===== config.mk =====
export PLATFORM = sky130hd
export DESIGN_NAME = lint_rr_arbiter
export DESIGN_NICKNAME = d
export VERILOG_FILES = /design/src/rtl/lint_rr_arbiter.sv
export SDC_FILE = /design/constraint.sdc
export NUM_CORES = 1
export LEC_CHECK = 0
export BUFFER_PORTS_ARGS = -buffer_cell sky130_fd_sc_hd__buf_4
export CAP_MARGIN = 30
export CORE_MARGIN = 5
export CORE_UTILIZATION = 35
export CTS_BUF_LIST = sky130_fd_sc_hd__clkbuf_8
export DETAILED_ROUTE_END_ITERATION = 8
export PLACE_DENSITY = 0.67
export REMOVE_ABC_BUFFERS = 1
export SYNTH_ARGS = -nofsm -noshare
export SYNTH_HDL_FRONTEND = slang
export SYNTH_SLANG_ARGS = --single-unit

===== constraint.sdc =====
create_clock -name clk -period 5.4 [get_ports clk]
set_clock_uncertainty 0.2 [all_clocks]
set_input_delay 0.27 -clock clk [delete_from_list [all_inputs] [get_ports clk]]
set_output_delay 0.27 -clock clk [all_outputs]
set_load 0.02 [all_outputs]

===== src/rtl/lint_rr_arbiter.sv =====
// Round-robin arbiter: NUM_REQ valid/ready requesters share one registered
// output slot; a rotating priority pointer provides fairness.
module lint_rr_arbiter #(
  parameter int NUM_REQ = 4,
  parameter int DATA_W  = 8,
  parameter int IDX_W   = $clog2(NUM_REQ)
) (
  input  logic                      clk,
  input  logic                      rst,
  input  logic [NUM_REQ-1:0]        req_valid,
  input  logic [NUM_REQ*DATA_W-1:0] req_data,
  output logic [NUM_REQ-1:0]        req_ready,
  output logic                      out_valid,
  output logic [DATA_W-1:0]         out_data,
  output logic [IDX_W-1:0]          out_id,
  input  logic                      out_ready,
  output logic [7:0]                stall_cnt
);

  logic [IDX_W-1:0]  rr_ptr_q, rr_ptr_d;
  logic              out_valid_q, out_valid_d;
  logic [DATA_W-1:0] out_data_q, out_data_d;
  logic [IDX_W-1:0]  out_id_q, out_id_d;
  logic [7:0]        stall_cnt_q, stall_cnt_d;

  logic             grant_found;
  logic [IDX_W-1:0] grant_idx;
  logic [IDX_W-1:0] cand_idx;
  int               cand;
  logic             slot_free;
  logic             accept;

  // Scan from rr_ptr upward, wrapping at NUM_REQ rather than at 2**IDX_W.
  // NOTE: every signal driven here gets a default first, so no path leaves it
  // unassigned and no latch is inferred.
  always_comb begin
    grant_found = 1'b0;
    grant_idx   = '0;
    cand        = 0;
    cand_idx    = '0;
    for (int k = 0; k < NUM_REQ; k++) begin
      cand = int'(rr_ptr_q) + k;
      if (cand >= NUM_REQ) cand = cand - NUM_REQ;
      cand_idx = IDX_W'(cand);
      if (!grant_found && req_valid[cand_idx]) begin
        grant_found = 1'b1;
        grant_idx   = cand_idx;
      end
    end
  end

  assign slot_free = !out_valid_q || out_ready;
  assign accept    = grant_found && slot_free && !rst;
  assign req_ready = accept ? (NUM_REQ'(1) << grant_idx) : '0;

  always_comb begin
    rr_ptr_d    = rr_ptr_q;
    out_valid_d = out_valid_q;
    out_data_d  = out_data_q;
    out_id_d    = out_id_q;

    if (out_valid_q && !out_ready) begin
      stall_cnt_d = (stall_cnt_q == 8'hFF) ? stall_cnt_q : stall_cnt_q + 8'd1;
    end else begin
      stall_cnt_d = '0;
    end

    // A same-cycle acceptance overwrites the word being delivered.
    if (accept) begin
      out_valid_d = 1'b1;
      out_data_d  = req_data[int'(grant_idx)*DATA_W +: DATA_W];
      out_id_d    = grant_idx;
      rr_ptr_d    = (int'(grant_idx) == NUM_REQ-1) ? '0 : grant_idx + 1'b1;
    end else if (out_valid_q && out_ready) begin
      out_valid_d = 1'b0;
    end
  end

  // NOTE: state registers use non-blocking assignments so every flop samples
  // the pre-edge values, independent of statement order.
  always_ff @(posedge clk or posedge rst) begin
    if (rst) begin
      rr_ptr_q    <= '0;
      out_valid_q <= 1'b0;
      out_data_q  <= '0;
      out_id_q    <= '0;
      stall_cnt_q <= '0;
    end else begin
      rr_ptr_q    <= rr_ptr_d;
      out_valid_q <= out_valid_d;
      out_data_q  <= out_data_d;
      out_id_q    <= out_id_d;
      stall_cnt_q <= stall_cnt_d;
    end
  end

  assign out_valid = out_valid_q;
  assign out_data  = out_data_q;
  assign out_id    = out_id_q;
  assign stall_cnt = stall_cnt_q;

endmodule


* Word-level counts from Yosys, hierarchy flattened
Cells that the tools add are included.
** Cells by class
- Multipliers :: 0
- Shift-type cells :: 2
- Muxes and demuxes :: 26
- Eq/ne operators :: 3
- Bitwise logic cells :: 0
- Reduce and logical (&&, ||, !) cells :: 15
- Magnitude comparators :: 8
- $add $sub $neg :: 9
- Divide/modulo/power cells :: 0
** Operator list (count)
- 32-bit by 6-bit indexed part select with 8-bit output :: 1
- 2-bit two-way mux :: 9
- 8-bit two-way mux :: 2
- 2-bit by 3-bit less-than comparator with 1-bit output, second input constant :: 4
- 1-bit two-way mux :: 10
- 3-bit greater-or-equal comparator, second input constant :: 3
- 8-bit by 1-bit adder with 8-bit output, second input constant :: 1
- 1-bit binary-select mux with 2-bit select :: 4
- 8-bit equality test, second input constant :: 1
- 2-bit by 1-bit subtractor with 2-bit output, second input constant :: 4
- 1-bit logical AND :: 7
- 2-bit by 2-bit adder with 3-bit output, second input constant :: 2
- 1-bit logical NOT :: 6
- 4-bit two-way mux :: 1
- 1-bit by 2-bit << shifter with 4-bit output, first input constant :: 1
- 2-bit by 1-bit adder with 3-bit output, second input constant :: 1
- 2-bit by 3-bit greater-or-equal comparator with 1-bit output, second input constant :: 1
- 2-bit by 1-bit adder with 2-bit output, second input constant :: 1
- 2-bit by 1-bit equality test with 1-bit output, second input constant :: 1
- 2-bit inequality test, second input constant :: 1
- 2-bit nonzero test :: 1
- 1-bit logical OR :: 1
** Word-level totals
- ROM bits :: 0
- Memory bits (writable) :: 0
- Memories kept :: 0
- Bits in latches :: 0
- Register bits after elaboration :: 21
- Output and inout port bits :: 23
- Input bits :: 39
- Word-level logic and storage cells :: 68

* Depth between registers and ports, before layout
Gate-level depths: netlist of the first run.
- Depth in word-level cells :: 17
- Mapped depth :: 7
- Gate-level depth less buffers :: 6

* Worst setup path before layout of the first run
OpenSTA, ideal clock, no wires.
- Path type :: input to output
- From :: input rst
- To :: output req_ready[1]
- Data arrival time :: 1917 ps
- Data required time :: 4930 ps
- Buffers on the path :: 2
- Cell stages on the path :: 6
- Setup slack :: 3013 ps
- Cells stage by stage :: inv_1 > o41ai_1 > nand2b_1 > clkbuf_2 > buf_4 > nor3_1
** Between the ends
- Word-level cells in the longest chain between the ends :: 3
** Ends and longest elaborated chain
- from (decl) :: RTL line 9 : input logic rst,
- 1-bit logical NOT (no source line)
- 1-bit logical AND :: RTL line 53 : assign accept = grant_found && slot_free && !rst;
- 4-bit two-way mux :: RTL line 54 : assign req_ready = accept ? (NUM_REQ'(1) << grant_idx) : '0;
- to (decl) :: RTL line 12 : output logic [NUM_REQ-1:0] req_ready,
No other way between the ends.

* Final worst setup path of the first run
- From :: input rst
- To :: output req_ready[3]
Same word-level chain as after synthesis.

==> summary.md, run 1 <==
| Metric | Value |
|---|---|
| Status | `finished clean` |
| Post-CTS Resized | `0` |
| Root buffer cell | `clkbuf_8` |
| Grt total ovfl | `0` |
| Antenna fix cells | `0` |
| Number of setup violations in the final report | `0` |
| Final hold viol count | `0` |
| Core ar. | `approximately 3300 um^2` |
| Area delta synth->final | `45.7%` |
| Leak | `0.910 nW` |
| Crit-path leading delay family | `buffers and inverters` |
| CP Max Fanout | `22` |
| Achievable clock frequency | `between 0.3 and 0.4 GHz` |
| Pwr dens | `between 300 and 400 nW/um^2` |
| Post-CTS Hold Fix Bufs | `1` |
| CTS buffer count | `3` |
| Sequential area share after synthesis | `a little over two fifths` |
| Synthesized area per cell | `~10 um^2` |
| CP Launch Type | `input pin` |
| Fill cell count | `between 300 and 400` |
| Worst-Margin Slew | `around 0.84 ns` |
| Setup repair bufs after CTS | `0` |
| Crit path arrival time | `roughly 2.8 ns` |
| Dpl hpwl | `between 2000 and 3000 um` |
| Gr usage total | `~14%` |
| Gpl congestion | `roughly 0.85` |
| Num rows | `21` |
| Final Critical Period | `around 3.2 ns` |
| Routed len/inst | `about 15 um` |
| Vias in the first global route | `approximately 1.1k` |
| Final period util | `between 50% and 60%` |
| Initial antenna violation count | `0` |
| Max stage delay on crit path | `~0.6 ns` |
| Die Wd | `roughly 68 um` |
| Worst Path Required | `about 4.9 ns` |
| Max Cap Violations | `0` |
| Seq cells post-synth | `21` |
| # clock sinks | `21` |
| DRT iter0 DRCs | `22` |
| Crit. End Element | `output port` |
| Largest net degree at the start of global routing | `23` |
| Clock buffer depth | `2` |
| Latest clock arrival within the worst-skew pair | `0.26 ns` |
| Port Buf Inserts | `61` |
| Rel. slew slack | `roughly 44%` |
| Worst-path cell chain | `dlygate4sd3_1 -> buf_4 -> inv_1 -> o41ai_1 -> nand2b_1 -> nor3_1 -> buf_4` |
| Residual DRC count | `0` |
| CP bufs+invs | `4` |
| Critical path class | `input pin to output port` |
| Routed wire length | `between 3000 and 4000 um` |
| Routed vias/inst | `between 5 and 6` |
| Die area | `4690 um^2` |
| First-pass GRT wire length | `5020 um` |
| Drt pass-1 iters | `4` |
| Unrepaired setup endpoints after global routing | `no` |
| Vias | `1,146` |
| Most frequent cell on the critical path | `buf_4` |
| Layout cells sized above 1 | `slightly below 40%` |
| Warnings from Yosys | `0` |
| CTS tree | `done` |
| FF+latch area | `526 um^2` |
| Setup TNS | `0 ns` |
| Yosys cell types | `34` |
| CTS H-tree depth | `1` |
| I/O pin total | `between 60 and 70` |
| Area of the multi-input gates | `613 um^2` |
| Die height | `68.5 um` |
| Clock-pin slew on the worst setup and hold paths | `~0.070 ns` |
| Initial core utilization | `about 36%` |
| HP Class | `input pin to register` |
| Final Max Slew Viols | `0` |
| Cell Area, Synth | `around 1200 um^2` |
| Fin util | `52.6%` |
| CP max-delay cell | `inv_1` |
| Fin nets | `220` |
| Post-Syn Instances | `approximately 120` |
| Worst vdd ir | `between 0.15 and 0.2 mV` |
| Post-route ant nets | `0` |
-- per-layer routing --
metal | global-route usage, % | vias to the layer above | part of all wire [%]
met1 | 18.5 | 557 | 40
met2 | 24.1 | 29 | 55
met5 | 0 | - | 0
met4 | 7.69 | 0 | 2.0
li1 | - | 554 | -
met3 | 1.15 | 6 | 3.0
-- sequential cells by signal, indices dropped and copies added, names as in the netlist --
register / count
out_data: 8
rr_ptr_q: 2
stall_cnt: 8
out_id: 2
out_valid: 1
-- report_power, final --
part / internal (mW) / switching, mW
combinational: 0.145 / 0.167
clock: 0.0506 / 0.0486
sequential: 0.197 / 0.0264
-- layout make-up --
class,count,area share [%]
Inverter,5,1.08
Multi-Input combinational cell,86,35.2
Clock buffer,3,2.37
Timing Repair Buffer,63,27.7
Clock inverter,1,0.215
Tap cell,46,3.30
Sequential cell,21,30.2
-- layout by cell type (no fill, tap or decap) --
master	n
and3_1	3
or3_1	1
nor2_1	9
a211oi_1	1
dfrtp_1	21
buf_4	61
inv_1	6
o21ai_1	1
nand3_1	2
ha_1	1
nand4_1	1
nand2_1	13
nand2_2	2
a41oi_1	1
and2_0	1
and2b_1	1
a311oi_1	2
buf_8	1
mux2i_1	17
o221a_2	1
a21oi_1	3
clkbuf_8	3
o221ai_1	9
a221oi_2	1
and4_1	1
o22ai_2	1
nor2b_1	2
dlygate4sd3_1	1
nor3_1	3
a21o_1	1
o41ai_1	1
nand2b_1	2
xor2_1	3
xnor2_1	2
-- synth_stat cells, drive strengths merged --
cell type  count  area share [%]
a211oi         1            0.63
a21o           1            0.63
a21oi          3             1.3
a221oi         1             1.3
a311oi         2             1.5
a41oi          1            0.73
and2           1            0.52
and2b          1            0.63
and3           3             1.6
and4           1            0.73
buf            3             2.2
clkbuf         3             1.0
dfrtp         21              44
ha             1             1.0
inv            5             1.6
mux2i         17              14
nand2         15             5.1
nand2b         2             1.0
nand3          2            0.84
nand4          1            0.52
nor2           9             2.8
nor2b          2             1.0
nor3           3             1.3
o21ai          1            0.42
o221a          1            0.94
o221ai         9             6.6
o22ai          1             1.0
o41ai          1            0.73
or3            1            0.52
xnor2          2             1.5
xor2           3             2.2
-- worst paths after layout --
path | startpoint | to | slack, ns | cells after the start
min in group asynchronous | rst | stall_cnt[0] | 0.54 | 3
worst min register to register | out_data[6] | out_data[6] | 0.29 | 2
worst min-delay path | req_valid[0] | out_valid | 0.13 | 3
worst max-delay path | rst | req_ready[3] | 2.17 | 7
worst max register to register | stall_cnt[0] | stall_cnt[5] | 3.49 | 6
max in group asynchronous | rst | out_data[4] | 3.94 | 3
-- worst min-delay path: cells and delay by family --
family | cells | cell delay (ns)
buffers and inverters | 1 | 0.11
AND/OR/NAND/NOR | 1 | 0.08
AO/OA/AOI/OAI | 1 | 0.09
-- metrics by stage --
step           setup WS, ns  cells  power (mW)  hold WS [ns]  cell area, um^2
6_report               2.17    225       0.635         0.127             1740
4_1_cts                2.14    225       0.643         0.124             1740
5_1_grt                1.85    225       0.678         0.127             1740
3_3_place_gp           2.81    219       0.526         0.255             1670
2_1_floorplan          3.05    112       0.411        0.0547             1160
3_5_place_dp           2.70    220       0.542         0.274             1690
-- kinds of logic after synthesis --
group           share of synthesized area [%]
compound gates                           15.7
xor+xnor                                 3.66
fa+ha+maj                                1.05
buf+inv                                  4.81
flops                                    43.9
mux                                      14.2
simple gates                             16.6
Power figures use the tool's default switching activity.
==> run 2, diff against run 1 <==
--- a/config.mk
+++ b/config.mk
@@ -11,7 +11,7 @@
 export CORE_UTILIZATION = 35
 export CTS_BUF_LIST = sky130_fd_sc_hd__clkbuf_8
 export DETAILED_ROUTE_END_ITERATION = 8
-export PLACE_DENSITY = 0.67
+export PLACE_DENSITY = 0.7
 export REMOVE_ABC_BUFFERS = 1
 export SYNTH_ARGS = -nofsm -noshare
 export SYNTH_HDL_FRONTEND = slang
==> constraint.sdc (replaced) <==
create_clock -name clk -period 2.8 [get_ports clk]
set_clock_uncertainty 0.2 [all_clocks]
set_input_delay 0.14 -clock clk [delete_from_list [all_inputs] [get_ports clk]]
set_output_delay 0.14 -clock clk [all_outputs]
set_load 0.02 [all_outputs]
==> summary.md, run 2 (same netlist as run 1, synthesis figures left out) <==
| Metric | Value |
|---|---|
| Initial antenna violation count | `0` |
| Die Wd | `just under 70 um` |
| Gr usage total | `15.0%` |
| First-pass GRT wire length | `~5300 um` |
| Dpl hpwl | `2590 um` |
| # clock sinks | `21` |
| Worst Path Required | `about 2.5 ns` |
| Die height | `approximately 70 um` |
| Vias in the first global route | `1,133` |
| Num rows | `21` |
| Rel. slew slack | `61.2%` |
| Pwr dens | `roughly 690 nW/um^2` |
| CTS tree | `done` |
| Crit. End Element | `output port` |
| Latest clock arrival within the worst-skew pair | `0.26 ns` |
| CTS H-tree depth | `1` |
| Routed wire length | `approximately 3300 um` |
| Core ar. | `roughly 3300 um^2` |
| Final Max Slew Viols | `0` |
| Crit path arrival time | `about 2.0 ns` |
| Drt pass-1 iters | `4` |
| Status | `finished clean` |
| Clock-pin slew on the worst setup and hold paths | `0.07 ns` |
| Grt total ovfl | `0` |
| Initial core utilization | `between 30% and 40%` |
| Area delta synth->final | `47.4%` |
| Number of setup violations in the final report | `0` |
| HP Class | `input pin to register` |
| Setup TNS | `0 ns` |
| Critical path class | `input pin to output port` |
| Worst-Margin Slew | `between 0.5 and 0.6 ns` |
| Die area | `between 4000 and 5000 um^2` |
| Gpl congestion | `0.814` |
| Final hold viol count | `0` |
| Antenna fix cells | `0` |
| Clock buffer depth | `2` |
| Final Critical Period | `2.38 ns` |
| CP Launch Type | `input pin` |
| CTS buffer count | `3` |
| Worst vdd ir | `0.253 mV` |
| Layout cells sized above 1 | `39.0%` |
| Final period util | `85.1%` |
| Fin util | `53.3%` |
| Commonest cells after routing, fill and taps aside | `63 x buf_4, 21 x dfrtp_1, 17 x mux2i_1, 13 x nand2_1` |
| Root buffer cell | `clkbuf_8` |
| Leak | `~0.92 nW` |
| Port Buf Inserts | `61` |
| Achievable clock frequency | `about 0.42 GHz` |
| Fin nets | `between 200 and 250` |
| I/O pin total | `62` |
| Max Cap Violations | `0` |
| Vias | `~1.1k` |
| CP Max Fanout | `16` |
| Routed len/inst | `14.6 um` |
| DRT iter0 DRCs | `48` |
| Residual DRC count | `0` |
| Setup repair bufs after CTS | `0` |
| Largest net degree at the start of global routing | `23` |
| Post-route ant nets | `0` |
| Routed vias/inst | `around 5.0` |
| Most common cell after layout, fill and taps aside | `buf_4` |
| Unrepaired setup endpoints after global routing | `no` |
run 2: cell types whose count changed in the layout (fill, tap and decap cells not counted):
cell	before	now
dlygate4sd3_1	1	3
buf_8	1	0
buf_4	61	63
run 2: where the power goes:
group          internal [mW]  leakage [nW]  switching, mW
combinational          0.274         0.625          0.318
sequential             0.381         0.268         0.0476
clock                 0.0978        0.0269         0.0974
run 2: critical path, cell delays in order:
cell           delay [ns]
dlygate4sd3_1        0.54
buf_4                0.15
o41ai_1              0.38
nand2b_1             0.54
nor3_1               0.11
buf_4                0.18
run 2: path summary, 6_finish.rpt:
path | from | slack (ns) | endpoint | cells past startpoint
setup / recovery | req_valid[0] | 0.42 | req_ready[1] | 6
hold / removal | req_data[26] | 0.001 | out_data[2] | 3
setup reg to reg | stall_cnt[0] | 0.96 | stall_cnt[5] | 6
hold reg to reg | out_data[2] | 0.30 | out_data[2] | 2
max in group asynchronous | rst | 1.87 | stall_cnt[7] | 4
min in group asynchronous | rst | 0.32 | out_id[1] | 4
run 2: layout make-up:
cell class | count | area (um^2)
fill | 315 | 1550
multi-input combinational | 86 | 613
sequential | 21 | 526
timing repair buffer | 66 | 503
tap | 46 | 57.6
clock buffer | 3 | 41.3
inverter | 5 | 18.8
clock inverter | 1 | 3.75
run 2: stage by stage:
| stage | instances | power (mW) | instance area [um^2] | hold WS (ns) | setup slack, ns |
|---|---|---|---|---|---|
| 2_1_floorplan | 112 | 0.793 | 1160 | -0.0753 | 0.710 |
| 6_report | 228 | 1.22 | 1760 | 0.00145 | 0.417 |
| 3_3_place_gp | 221 | 1.01 | 1690 | 0.0620 | 0.895 |
| 4_1_cts | 228 | 1.23 | 1760 | 0.00221 | 0.427 |
| 5_1_grt | 228 | 1.30 | 1760 | 0.0112 | 0.210 |
| 3_5_place_dp | 221 | 1.03 | 1690 | 0.0693 | 0.831 |
run 2: repair_timing:
item | CTS | global route
endpoints found under the hold margin | 22 | 0
resized for setup | 0 | 0
hold buffers | 3 | 0
run 2: layer usage:
metal	GRT usage, %	vias up	part of all wire [%]	wire length (um)
met5	0	-	0	0
met3	1.81	7	4.2	139
li1	-	560	-	-
met2	24.2	27	53	1760
met4	8.19	0	2.2	74
met1	19.2	549	41	1360
==> run 3, diff against run 2 <==
--- a/config.mk
+++ b/config.mk
@@ -6,12 +6,10 @@
 export NUM_CORES = 1
 export LEC_CHECK = 0
 export BUFFER_PORTS_ARGS = -buffer_cell sky130_fd_sc_hd__buf_4
-export CAP_MARGIN = 30
-export CORE_MARGIN = 5
 export CORE_UTILIZATION = 35
 export CTS_BUF_LIST = sky130_fd_sc_hd__clkbuf_8
 export DETAILED_ROUTE_END_ITERATION = 8
-export PLACE_DENSITY = 0.7
+export PLACE_DENSITY = 0.67
 export REMOVE_ABC_BUFFERS = 1
 export SYNTH_ARGS = -nofsm -noshare
 export SYNTH_HDL_FRONTEND = slang
==> constraint.sdc (replaced) <==
create_clock -name clk -period 2.4 [get_ports clk]
set_clock_uncertainty 0.2 [all_clocks]
set_input_delay 0.12 -clock clk [delete_from_list [all_inputs] [get_ports clk]]
set_output_delay 0.12 -clock clk [all_outputs]
set_load 0.02 [all_outputs]
==> summary.md, run 3 (same netlist as run 1, synthesis figures left out) <==
| Metric | Value |
|---|---|
| Critical path class | `input pin to register` |
| Leak | `~1.0 nW` |
| Post-route ant nets | `0` |
| Post-place setup slack | `approximately 0.60 ns` |
| Layout cells sized above 1 | `around 36%` |
| Latest clock arrival within the worst-skew pair | `between 0.2 and 0.3 ns` |
| DRT iter0 DRCs | `slightly above 90` |
| Residual DRC count | `0` |
| Worst-Margin Slew | `~0.40 ns` |
| Status | `finished, violations left` |
| Fill cell count | `about 270` |
| Hold slack | `-0.0111 ns` |
| Dpl hpwl | `about 2400 um` |
| Initial core utilization | `37.9%` |
| CP Max Fanout | `6` |
| Die Wd | `roughly 60 um` |
| Crit path launch | `req_valid[0]` |
| Pwr dens | `around 740 nW/um^2` |
| Crit path arrival time | `~2.2 ns` |
| FF-to-FF Start | `rr_ptr_q[0]` |
| Num rows | `20` |
| HP Class | `input pin to register` |
| Internal power | `~0.94 mW` |
| Port Buf Inserts | `just over 60` |
| Routed vias/inst | `about 5.1` |
| Final Critical Period | `2.28 ns` |
| Clock share of power | `around 16%` |
| Failing checks | `negative hold slack` |
| Root buffer cell | `clkbuf_8` |
| Die height | `between 60 and 70 um` |
| Drt pass-1 iters | `4` |
| CP bufs+invs | `4` |
| Vias | `1,312` |
| Power share of the sequential group | `about 34%` |
| Rel. slew slack | `around three quarters` |
| I/O pin total | `62` |
| Clock buffer depth | `2` |
| Switch share | `38.1%` |
| CTS H-tree depth | `1` |
| P_sw | `0.581 mW` |
| Achievable clock frequency | `about 0.44 GHz` |
| Core ar. | `about 3200 um^2` |
| Routed len/inst | `roughly 15 um` |
| Vias in the first global route | `around 1.3k` |
| Hold_sp | `req_data[6]` |
| Final hold viol count | `1` |
| Worst-path cell chain | `dlygate4sd3_1 -> buf_4 -> nor2b_2 -> nor3_2 -> o22ai_2 -> buf_4 -> mux2i_1 -> dlygate4sd3_1 -> o221ai_1` |
| First-pass GRT wire length | `about 6000 um` |
| Most common cell after layout, fill and taps aside | `buf_4` |
| Worst Path Required | `approximately 2.3 ns` |
| Fin nets | `around 250` |
| Gpl congestion | `about 0.76` |
| CP Launch Type | `input pin` |
| Combinational power share | `between 50% and 60%` |
| Initial antenna violation count | `1` |
| Clock-pin slew on the worst setup and hold paths | `around 0.080 ns` |
| Final Max Slew Viols | `0` |
| Area delta synth->final | `72.8%` |
| Worst setup margin | `around 0.12 ns` |
| Crit-path leading delay family | `buffers and inverters` |
| Max stage delay on crit path | `0.57 ns` |
| Largest net degree at the start of global routing | `22` |
| Gr usage total | `between 20% and 30%` |
| # clock sinks | `21` |
| CP max-delay cell | `dlygate4sd3_1` |
| Routed wire length | `3950 um` |
| Grt total ovfl | `0` |
| CTS buffer count | `3` |
| Final period util | `between 90 and 100%` |
| Worst vdd ir | `0.483 mV` |
| Setup TNS | `0 ns` |
| Commonest cells after routing, fill and taps aside | `65 x buf_4, 31 x dlygate4sd3_1, 21 x dfrtp_1, 17 x mux2i_1, 13 x nand2_1` |
| Unrepaired setup endpoints after global routing | `no` |
| Number of setup violations in the final report | `0` |
| Crit. End Element | `register` |
| Die area | `roughly 3700 um^2` |
| CTS tree | `done` |
| Max Cap Violations | `0` |
## run 3: area by class of cell
cell class,count,area (um^2),share of cell area (%)
Timing Repair Buffer,96,798,38.6
Multi-Input combinational cell,86,621,30.0
Sequential cell,21,526,25.4
Tap cell,44,55.1,2.66
Clock buffer,3,41.3,2.00
Inverter,5,18.8,0.908
Clock inverter,1,5.00,0.242
Antenna cell,1,2.50,0.121
## run 3: power groups by stage
| stage | Clock (mW) | Sequential (mW) | Combinational [mW] |
|---|---|---|---|
| finish | 0.240 | 0.510 | 0.773 |
| global route | 0.260 | 0.522 | 0.824 |
| CTS | 0.239 | 0.505 | 0.760 |
| detailed placement | 0 | 0.509 | 0.698 |
| global placement | 0 | 0.509 | 0.681 |
| floorplan | 0 | 0.598 | 0.327 |
## run 3: repair_timing
item | 4_1_cts | 5_1_grt
hold buffers | 31 | 0
endpoints found under the setup margin | 0 | 2
buffers inserted | 0 | 0
hold endpoints to repair | 30 | 0
resized for setup | 0 | 2
## run 3: routing by layer
metal  wire, um  track usage (%)  vias to the layer above
met5          0                0                        -
met4        161             12.7                        0
met3        157             2.35                       16
met2       2180             42.2                       59
met1       1450             23.8                      614
li1           -                -                      623
## run 3: worst paths after layout
check	slack [ns]	to	cells past startpoint
hold reg to reg	0.30	out_id[0]	1
min in group asynchronous	0.31	out_data[4]	4
setup / recovery	0.12	out_data[4]	9
setup reg to reg	0.20	out_data[4]	7
max in group asynchronous	1.48	out_valid	4
hold / removal	-0.01	out_data[6]	3
## run 3: tightest hold or removal path: stages
cell and delay (ns):
buf_4 0.08, mux2i_1 0.06, o221ai_1 0.16
## run 3: metrics by stage
step	util [%]	power (mW)	area, um^2	cells	hold WS [ns]
after floorplan	-	0.925	1160	112	-0.0953
after CTS	65.2	1.50	2060	256	0.000943
after detailed placement	53.9	1.21	1700	221	0.0406
after global routing	65.6	1.61	2070	257	0.00232
final	65.6	1.52	2070	257	-0.0111
after global placement	53.9	1.19	1700	221	0.0430
